$ cat src/rtl/mult_div_unit.sv
// Iterative multiply/divide unit with HI/LO result registers (one radix-2 step per cycle).
// Optional MDU_DIV0_FLAG_EN adds a div_zero output that pulses with done on a divide by zero.
module mult_div_unit #(
    parameter int WIDTH = 32
) (
    input  logic             clk,
    input  logic             reset,
    input  logic             start,
    input  logic [1:0]       op,
    input  logic [WIDTH-1:0] rs_data,
    input  logic [WIDTH-1:0] rt_data,
    input  logic             mthi,
    input  logic             mtlo,
    input  logic [WIDTH-1:0] wdata,
    output logic             busy,
    output logic             done,
    output logic [WIDTH-1:0] hi,
    output logic [WIDTH-1:0] lo
`ifdef MDU_DIV0_FLAG_EN
    ,
    output logic             div_zero
`endif
);

    localparam int CW = (WIDTH > 1) ? $clog2(WIDTH) : 1;
    localparam logic [CW-1:0] LAST = CW'(WIDTH - 1);

    typedef enum logic [1:0] {
        S_IDLE,
        S_RUN,
        S_FINISH
    } state_t;

    state_t r_state;
    state_t w_next_state;

    logic             w_accept;
    logic             w_busy;
    logic             w_last;

    logic             r_done;
    logic [WIDTH-1:0] r_hi;
    logic [WIDTH-1:0] r_lo;
    logic             r_is_div;
    logic             r_neg_q;
    logic             r_neg_r;
    logic             r_div0;
    logic [WIDTH-1:0] r_rs_raw;
    logic [WIDTH-1:0] r_opnd;
    logic [WIDTH-1:0] r_acc_hi;
    logic [WIDTH-1:0] r_acc_lo;
    logic [CW-1:0]    r_count;
`ifdef MDU_DIV0_FLAG_EN
    logic             r_div_zero;
`endif

    logic             w_signed;
    logic             w_rs_neg;
    logic             w_rt_neg;
    logic [WIDTH-1:0] w_rs_mag;
    logic [WIDTH-1:0] w_rt_mag;

    logic [WIDTH:0]     w_mul_sum;
    logic [WIDTH:0]     w_div_shift;
    logic               w_div_ok;
    logic [WIDTH-1:0]   w_div_diff;
    logic [WIDTH-1:0]   w_step_hi;
    logic [WIDTH-1:0]   w_step_lo;
    logic [2*WIDTH-1:0] w_prod;
    logic [2*WIDTH-1:0] w_prod_fix;
    logic [WIDTH-1:0]   w_quo;
    logic [WIDTH-1:0]   w_rem;
    logic [WIDTH-1:0]   w_fin_hi;
    logic [WIDTH-1:0]   w_fin_lo;

    always_ff @(posedge clk) begin
        if (reset) begin
            r_state <= S_IDLE;
        end else begin
            r_state <= w_next_state;
        end
    end

    // A start is honoured in IDLE and in FINISH so results can issue back-to-back.
    always_comb begin
        w_next_state = r_state;
        w_accept     = 1'b0;
        w_busy       = 1'b0;
        w_last       = 1'b0;
        case (r_state)
            S_IDLE: begin
                if (start) begin
                    w_accept     = 1'b1;
                    w_next_state = S_RUN;
                end
            end
            S_RUN: begin
                w_busy = 1'b1;
                if (r_count == LAST) begin
                    w_last       = 1'b1;
                    w_next_state = S_FINISH;
                end
            end
            S_FINISH: begin
                if (start) begin
                    w_accept     = 1'b1;
                    w_next_state = S_RUN;
                end else begin
                    w_next_state = S_IDLE;
                end
            end
            default: w_next_state = S_IDLE;
        endcase
    end

    always_comb begin
        w_signed = ~op[0];
        w_rs_neg = w_signed & rs_data[WIDTH-1];
        w_rt_neg = w_signed & rt_data[WIDTH-1];
        w_rs_mag = w_rs_neg ? -rs_data : rs_data;
        w_rt_mag = w_rt_neg ? -rt_data : rt_data;
    end

    // Multiply: shift-add with the multiplier consumed from r_acc_lo[0].
    // Divide: restoring division, quotient bits shifted into r_acc_lo.
    always_comb begin
        w_mul_sum   = {1'b0, r_acc_hi} + (r_acc_lo[0] ? {1'b0, r_opnd} : '0);
        w_div_shift = {r_acc_hi, r_acc_lo[WIDTH-1]};
        w_div_ok    = (w_div_shift >= {1'b0, r_opnd});
        w_div_diff  = w_div_shift[WIDTH-1:0] - r_opnd;
        if (r_is_div) begin
            w_step_hi = w_div_ok ? w_div_diff : w_div_shift[WIDTH-1:0];
            w_step_lo = {r_acc_lo[WIDTH-2:0], w_div_ok};
        end else begin
            w_step_hi = w_mul_sum[WIDTH:1];
            w_step_lo = {w_mul_sum[0], r_acc_lo[WIDTH-1:1]};
        end
    end

    always_comb begin
        w_prod     = {w_step_hi, w_step_lo};
        w_prod_fix = r_neg_q ? -w_prod : w_prod;
        w_quo      = r_neg_q ? -w_step_lo : w_step_lo;
        w_rem      = r_neg_r ? -w_step_hi : w_step_hi;
        if (r_div0) begin
            w_fin_hi = r_rs_raw;
            w_fin_lo = '1;
        end else if (r_is_div) begin
            w_fin_hi = w_rem;
            w_fin_lo = w_quo;
        end else begin
            w_fin_hi = w_prod_fix[2*WIDTH-1:WIDTH];
            w_fin_lo = w_prod_fix[WIDTH-1:0];
        end
    end

    always_ff @(posedge clk) begin
        if (reset) begin
            r_done   <= 1'b0;
            r_hi     <= '0;
            r_lo     <= '0;
            r_is_div <= 1'b0;
            r_neg_q  <= 1'b0;
            r_neg_r  <= 1'b0;
            r_div0   <= 1'b0;
            r_rs_raw <= '0;
            r_opnd   <= '0;
            r_acc_hi <= '0;
            r_acc_lo <= '0;
            r_count  <= '0;
`ifdef MDU_DIV0_FLAG_EN
            r_div_zero <= 1'b0;
`endif
        end else begin
            r_done <= 1'b0;
`ifdef MDU_DIV0_FLAG_EN
            r_div_zero <= 1'b0;
`endif
            if (!w_busy) begin
                if (mthi) r_hi <= wdata;
                if (mtlo) r_lo <= wdata;
            end
            if (w_accept) begin
                r_is_div <= op[1];
                r_neg_q  <= w_rs_neg ^ w_rt_neg;
                r_neg_r  <= w_rs_neg;
                r_div0   <= op[1] & (rt_data == '0);
                r_rs_raw <= rs_data;
                r_opnd   <= op[1] ? w_rt_mag : w_rs_mag;
                r_acc_lo <= op[1] ? w_rs_mag : w_rt_mag;
                r_acc_hi <= '0;
                r_count  <= '0;
            end
            if (w_busy) begin
                r_acc_hi <= w_step_hi;
                r_acc_lo <= w_step_lo;
                r_count  <= r_count + 1'b1;
                if (w_last) begin
                    r_hi   <= w_fin_hi;
                    r_lo   <= w_fin_lo;
                    r_done <= 1'b1;
`ifdef MDU_DIV0_FLAG_EN
                    r_div_zero <= r_div0;
`endif
                end
            end
        end
    end

    assign busy = w_busy;
    assign done = r_done;
    assign hi   = r_hi;
    assign lo   = r_lo;
`ifdef MDU_DIV0_FLAG_EN
    assign div_zero = r_div_zero;
`endif

endmodule

$ cat config.mk
export PLATFORM = sky130hd
export DESIGN_NAME = mult_div_unit
export DESIGN_NICKNAME = d
export VERILOG_FILES = /design/src/rtl/mult_div_unit.sv
export SDC_FILE = /design/constraint.sdc
export NUM_CORES = 1
export LEC_CHECK = 0
export ABC_AREA = 0
export CORE_MARGIN = 2
export CORE_UTILIZATION = 30
export DETAILED_ROUTE_END_ITERATION = 10
export PLACE_DENSITY = 0.57
export SLEW_MARGIN = 20
export SYNTH_ARGS = -nofsm -noshare
export SYNTH_HDL_FRONTEND = slang
export SYNTH_SLANG_ARGS = --single-unit
$ cat constraint.sdc
create_clock -name clk -period 7.2 [get_ports clk]
set_input_delay 1.08 -clock clk [delete_from_list [all_inputs] [get_ports clk]]
set_output_delay 1.08 -clock clk [all_outputs]
set_load 0.01 [all_outputs]
Yosys cells after proc, flatten, opt, wreduce, memory -nomap -nowiden
Index checks and enable logic that the tools add are counted.

Add/subtract/negate cells: 8. Order comparisons: 1. Eq/ne operators: 5. Mux-type cells: 39. Bitwise logic cells: 6. Reductions and logical operators: 6.

Operator list (number): two-way mux 32 bit (26); negation 32 bit (4); two-way mux 64 bit (1); negation 64 bit (1); adder 32 x 32 -> 33 bit (1); greater-or-equal comparator 33 x 32 -> 1 bit (1); logical NOT 32 bit (1); subtractor 32 bit (1); two-way mux 5 bit (2); two-way mux 1 bit (7); one-hot mux 2 bit (3 select lines) (1); adder 5 x 1 -> 5 bit, second input constant (1); == test 5 bit, second input constant (1); two-way mux 2 bit (2); inequality test 2 bit, second input constant (2); OR reduction 2 bit (2); AND 1 bit (3); == test 2 x 1 -> 1 bit, second input constant (1); == test 2 bit, second input constant (1); logical NOT 2 bit (1); NOT 1 bit (2); AND reduction 2 bit (1); nonzero test 2 bit (1); XOR 1 bit (1).

Register bits after elaboration: 204. Bits of input ports: 103. Output and inout bits: 66. Word-level logic and storage cells: 78.

Logic depth before layout (Yosys ltp)
Word-level depth: 9. Gate-level depth with buffers: 23. Gate-level depth less buffers: 21.

Least setup slack after synthesis
Ideal clock, no wire load.

Path kind: register to register. Start point: reg r_is_div. End point: reg r_hi[8] (netlist: hi[8]). Library setup time: 0.091 ns. Data arrival time: 4.947 ns. Required time: 7.109 ns. Path slack: 2.162 ns. Stages on the path, launching flop included: 24. Path buffers: 9. Period minus slack after synthesis: 5.038 ns. Cell sequence: dfxtp_1 clkbuf_1 buf_2 buf_2 buf_2 clkbuf_1 buf_2 buf_1 clkbuf_1 clkbuf_1 o21ai_0 ha_1 o211ai_1 or2_2 or3_1 or3_1 or2_1 o31a_1 nand2_1 a31oi_1 xor2_1 o21ai_1 nor2_1 a311oi_1.

Longest elaborated chain between the ends: 7. Elaborated cells between the ends (all ways): 10. Classes of those cells: 2 x add/sub; 8 x mux.

RTL lines: start, declared (line 44) `logic r_is_div;`; start signal, assigned (line 184) `r_is_div <= op[1];`; two-way mux 32 bit (line 131) `if (r_is_div) begin`; negation 64 bit / negation 32 bit (equally long branches) (line 142, 144); two-way mux 64 bit / two-way mux 32 bit (equally long branches) (line 142, 144); two-way mux 32 bit * (line 148) `end else if (r_is_div) begin`; two-way mux 32 bit * (line 145) `if (r_div0) begin`; two-way mux 32 bit * (line 198) `if (w_last) begin`; two-way mux 32 bit * (line 194) `if (w_busy) begin`; end signal, assigned (line 180) `if (mthi) r_hi <= wdata;`; end signal, assigned (line 199) `r_hi <= w_fin_hi;`; end, declared (line 42) `logic [WIDTH-1:0] r_hi;`.

Mark *: on every way between the ends. The rest lies on a longest branch, timed or not. A chain may end at the register's enable or synchronous reset.

Worst setup path after layout
Start point: reg r_opnd[4]. End point: reg r_hi[29] (netlist: hi[29]).

Longest elaborated chain between the ends: 9. Elaborated cells between the ends (all ways): 15. Classes of those cells: 4 x add/sub; 1 x order compare; 10 x mux.

RTL lines: start, declared (line 49) `logic [WIDTH-1:0] r_opnd;`; start signal, assigned (line 189) `r_opnd <= op[1] ? w_rt_mag : w_rs_mag;`; two-way mux 32 bit (tied with other cells) (line 127) `w_mul_sum = {1'b0, r_acc_hi} + (r_acc_lo[0] ? {1'b0, r_opnd} : '0);`; adder 32 x 32 -> 33 bit / two-way mux 32 bit (equally long branches) (line 127, 132); two-way mux 32 bit (line 131); negation 64 bit / negation 32 bit (equally long branches) (line 142, 144); two-way mux 64 bit / two-way mux 32 bit (equally long branches) (line 142, 144); two-way mux 32 bit * (line 148); two-way mux 32 bit * (line 145); two-way mux 32 bit * (line 198); two-way mux 32 bit * (line 194).

Marks and branches as above.

==> results.txt <==
----------------------------------------------------
[Critical path]
  Required time at the worst-slack endpoint ... about 7600 ps
  Crit path max-delay cell type ... sky130_fd_sc_hd__a221oi_2
  Type of the worst setup path ... reg2reg
  Register-to-register setup slack ... 1090 ps
  CP endpoint kind ... register
  FF-to-FF path depth ... 15
  Top fanout value on the critical path ... 31
  Arrival time at the worst endpoint ... approximately 6500 ps
  Worst setup startpoint ... r_opnd[4]
  CP max stage delay ... 670 ps
  Worst reg2reg path startpoint ... r_opnd[4]
  Worst setup path end ... hi[29]
  Worst R2R End ... hi[29]
  Startpoint class of the critical path ... register
  Cells along the critical path ... inv_1 > ha_1 > nand4_1 > nor4_1 > nand3_1 > nand4_1 > a21o_4 > nand2_1 > a221oi_2 > nand4b_1 > nand4b_1 > nor3_2 > a21oi_1 > xnor2_1 > a21oi_1

[Logic synthesis]
  Yosys top cell area share ... 23.9%
  Post-synth design cell area ... 17100 sq um
  Post-synthesis cell type count ... 94
  Portion of the post-synthesis area used by sequential elements ... 23.9%
  Synth top cells by count ... sky130_fd_sc_hd__nand2_1, sky130_fd_sc_hd__a21oi_1, sky130_fd_sc_hd__nor2_1
  Synth area leader ... sky130_fd_sc_hd__dfxtp_1
  Async set-reset flop share out of synthesis ... 0%
  Leading register cell type out of synthesis ... sky130_fd_sc_hd__dfxtp_1
  Synthesized Nets ... 2487
  Gate Count Post-Synth ... about 2300
  Dominant cell by count in the synthesized netlist ... sky130_fd_sc_hd__nand2_1
  Synthesized flop and latch total ... 204
  Synthesis warning total ... 0
  Area contributors post-synth ... sky130_fd_sc_hd__dfxtp_1, sky130_fd_sc_hd__a21oi_1, sky130_fd_sc_hd__nand2_1, sky130_fd_sc_hd__ha_1, sky130_fd_sc_hd__nor2_1
  Number of flops mapped to enable cells by yosys ... 0
  Average footprint of a synthesized cell ... approximately 7.4 sq um

[STA]
  Fmax ... approximately 160 MHz
  Minimum clock period after layout ... slightly above 6000 ps
  Final clock skew ... around 14 ps
  Transition time at the pin with the least slew margin ... between 1000 and 1500 ps
  Max-slew violation total from the final report ... 0
  Max_slew headroom ... between 20% and 30%
  Setup repair after global routing missed its margin ... false
  Total negative setup slack ... 0 ps
  Total of endpoints with negative setup slack in the final report ... 0
  Fraction of the cycle the final worst path needs ... 84.8%
  Number of failing hold endpoints at the final stage ... 0
  Worst hold slack across all endpoints ... around 460 ps

[Detailed routing]
  Ratio of routed vias to standard cells ... about 5.8
  Routed wire per std cell ... 24.1 um
  DR pass1 iterations ... 5
  Remaining routing DRC violations ... 0
  First-iteration detailed-routing DRC count ... 1894
  Number of nets with antenna violations after routing ... 0
  Via count ... ~18000
  Detailed-route wire length ... about 76000 um

[Power]
  P per Cell Area ... 193 nW/um^2
  IR Drop Worst-Case VDD ... 116 uV
  Static power due to leakage ... between 0.007 and 0.008 uW

[Clock tree]
  Number of buffers inserted by hold repair at cts ... 0
  Clock tree from TritonCTS ... built
  Number of buffers added by the clock tree synthesis step ... 25
  Count of buffers added by post-CTS timing repair for setup ... 0
  Number of clock sinks ... around 200
  Root buffer cell ... sky130_fd_sc_hd__clkbuf_16
  Clock transition at path regs ... about 60 ps
  Maximum clock insertion buffer count ... 3
  H-tree levels ... 1
  Clock latency on the worst-skew pair ... around 550 ps
  Post-CTS sizing ... 0

[Final layout]
  Growth of design area from synthesis to finish ... 17.9%
  Inserted Diodes ... 0
  Register area ... ~4000 sq um
  Number of nets in the finished design ... between 2000 and 3000
  Multi-input gate area ... about 12000 sq um
  Fraction of layout instances using a drive strength above 1 ... 6.28%
  Fillcell total ... approximately 6000

[Floorplanning]
  Die Width ... around 240 um
  Height of the chip ... between 200 and 250 um
  FP Rows ... a little under 90
  Starting utilization of the core area ... a little under a third
  Top-level I/O count ... about 170
  Core area ... between 50000 and 60000 sq um
  Die Area ... 59000 sq um

[Min path]
  Type of the tightest min-delay check ... reg2reg
  Worst hold path startpoint ... r_rs_raw[18]

[Global routing]
  First-pass GRT wire length ... between 100000 and 150000 um
  Global Route Usage Sum ... between 20% and 30%
  Initial antenna violation count ... 3
  Pin count of the biggest net entering global routing ... 83
  Via count of the first global-routing pass ... 17000
  Grt total ovfl ... 0

[Run]
  Number of maximum-capacitance violations ... 0

[Placed design]
  Buffers on Ports ... approximately 170
  Placer congestion estimate ... between 0.9 and 1
  Detailed placement HPWL ... slightly below 60000 um

[Run status]
  Run status ... completed

----------------------------------------------------
[flip-flops by register name, indices dropped and copies added (netlist names)]
register  flops
r_state       2
r_count       5
r_opnd       32
r_rs_raw     32
r_acc_hi     32
done          1
r_acc_lo     32
hi           32
lo           32
r_is_div      1
r_div0        1
r_neg_r       1
r_neg_q       1
[critical path: cells and delay by family, from the launching register on]
kind	cells	cell delay, ps
AOI/OAI and AO/OA	4	1440
xor gates and xnor gates	1	290
adders and majority gates	1	450
buffers and inverters	1	50
DFF	1	340
and+or+nand+nor	8	3360
[power breakdown]
| part | internal, uW | switching [uW] |
|---|---|---|
| combinational | 453 | 820 |
| clock | 813 | 532 |
| sequential | 1200 | 75.6 |
| total | 2460 | 1430 |
[metal layers]
layer / GRT usage, % / up-vias / part of all wire [%]
li1: - / 8557 / -
met1: 35.0 / 8851 / 45
met2: 35.6 / 787 / 41
met3: 5.05 / 131 / 8.7
met4: 11.2 / 2 / 5.1
met5: 0 / - / 0.017
[cell usage in the layout (no fill, tap or decap), types with 28 or more instances in the layout]
master                            Yosys  final
sky130_fd_sc_hd__mux2_2              33     33
sky130_fd_sc_hd__o21ai_0             81     81
sky130_fd_sc_hd__nand2_1            303    301
sky130_fd_sc_hd__nor2_1             214    212
sky130_fd_sc_hd__mux2i_1             57     57
sky130_fd_sc_hd__buf_4                2     28
sky130_fd_sc_hd__nor3b_1             30     30
sky130_fd_sc_hd__a22oi_1             47     47
sky130_fd_sc_hd__inv_1               66     66
sky130_fd_sc_hd__o211ai_1            47     47
sky130_fd_sc_hd__a21oi_1            249    249
sky130_fd_sc_hd__a221oi_1            37     37
sky130_fd_sc_hd__clkdlybuf4s50_1      0    166
sky130_fd_sc_hd__xor2_1              83     83
sky130_fd_sc_hd__and2_1              44     44
sky130_fd_sc_hd__nand3_1             30     30
sky130_fd_sc_hd__ha_1                70     70
sky130_fd_sc_hd__a21o_1              35     35
sky130_fd_sc_hd__xnor2_1             73     73
sky130_fd_sc_hd__a211oi_1            45     45
sky130_fd_sc_hd__dfxtp_1            204    203
sky130_fd_sc_hd__nor3_1              62     62
[worst min-delay path by stage]
| stage | to | slack (ps) | depth (start not counted) |
|---|---|---|---|
| 3_5_place_dp | r_rs_raw[25] | 450 | 2 |
| 5_1_grt | r_rs_raw[21] | 480 | 2 |
| 6_report | r_rs_raw[18] | 460 | 2 |
| 2_1_floorplan | r_rs_raw[3] | 430 | 2 |
| 4_1_cts | r_rs_raw[25] | 460 | 2 |
| 3_3_place_gp | r_rs_raw[23] | 440 | 2 |
[layout make-up]
cell class              count  area share [%]
well taps                 756            4.69
clock buffers              36            3.65
clock inverters             8           0.595
repair buffers            196            9.36
inverters                  68            1.26
multi-input cells        1878            60.2
flip-flops and latches    204            20.3
[through the flow]
step / cells / cell area (sq um) / utilization [%] / power, uW / setup slack (ps)
after floorplan: 2312 / 17100 / - / 2050 / 2160
final: 3146 / 20200 / 35.8 / 3890 / 1090
after detailed placement: 3102 / 19300 / 34.3 / 2540 / 1210
after global placement: 3102 / 19300 / 34.3 / 2540 / 1220
after CTS: 3146 / 20200 / 35.8 / 3880 / 1210
after global routing: 3146 / 20200 / 35.8 / 4050 / 755
[cells by family (layout without fill, tap and decap cells)]
logic type,count (synthesis),after routing,share of synthesized area [%]
fa+ha+maj,72,72,5.35
compound gates,725,725,28.9
simple gates,835,835,23.0
xor+xnor,156,156,7.99
flops,204,204,23.9
buf+inv,230,308,5.35
mux,90,90,5.51
Power figures use the tool's default switching activity.
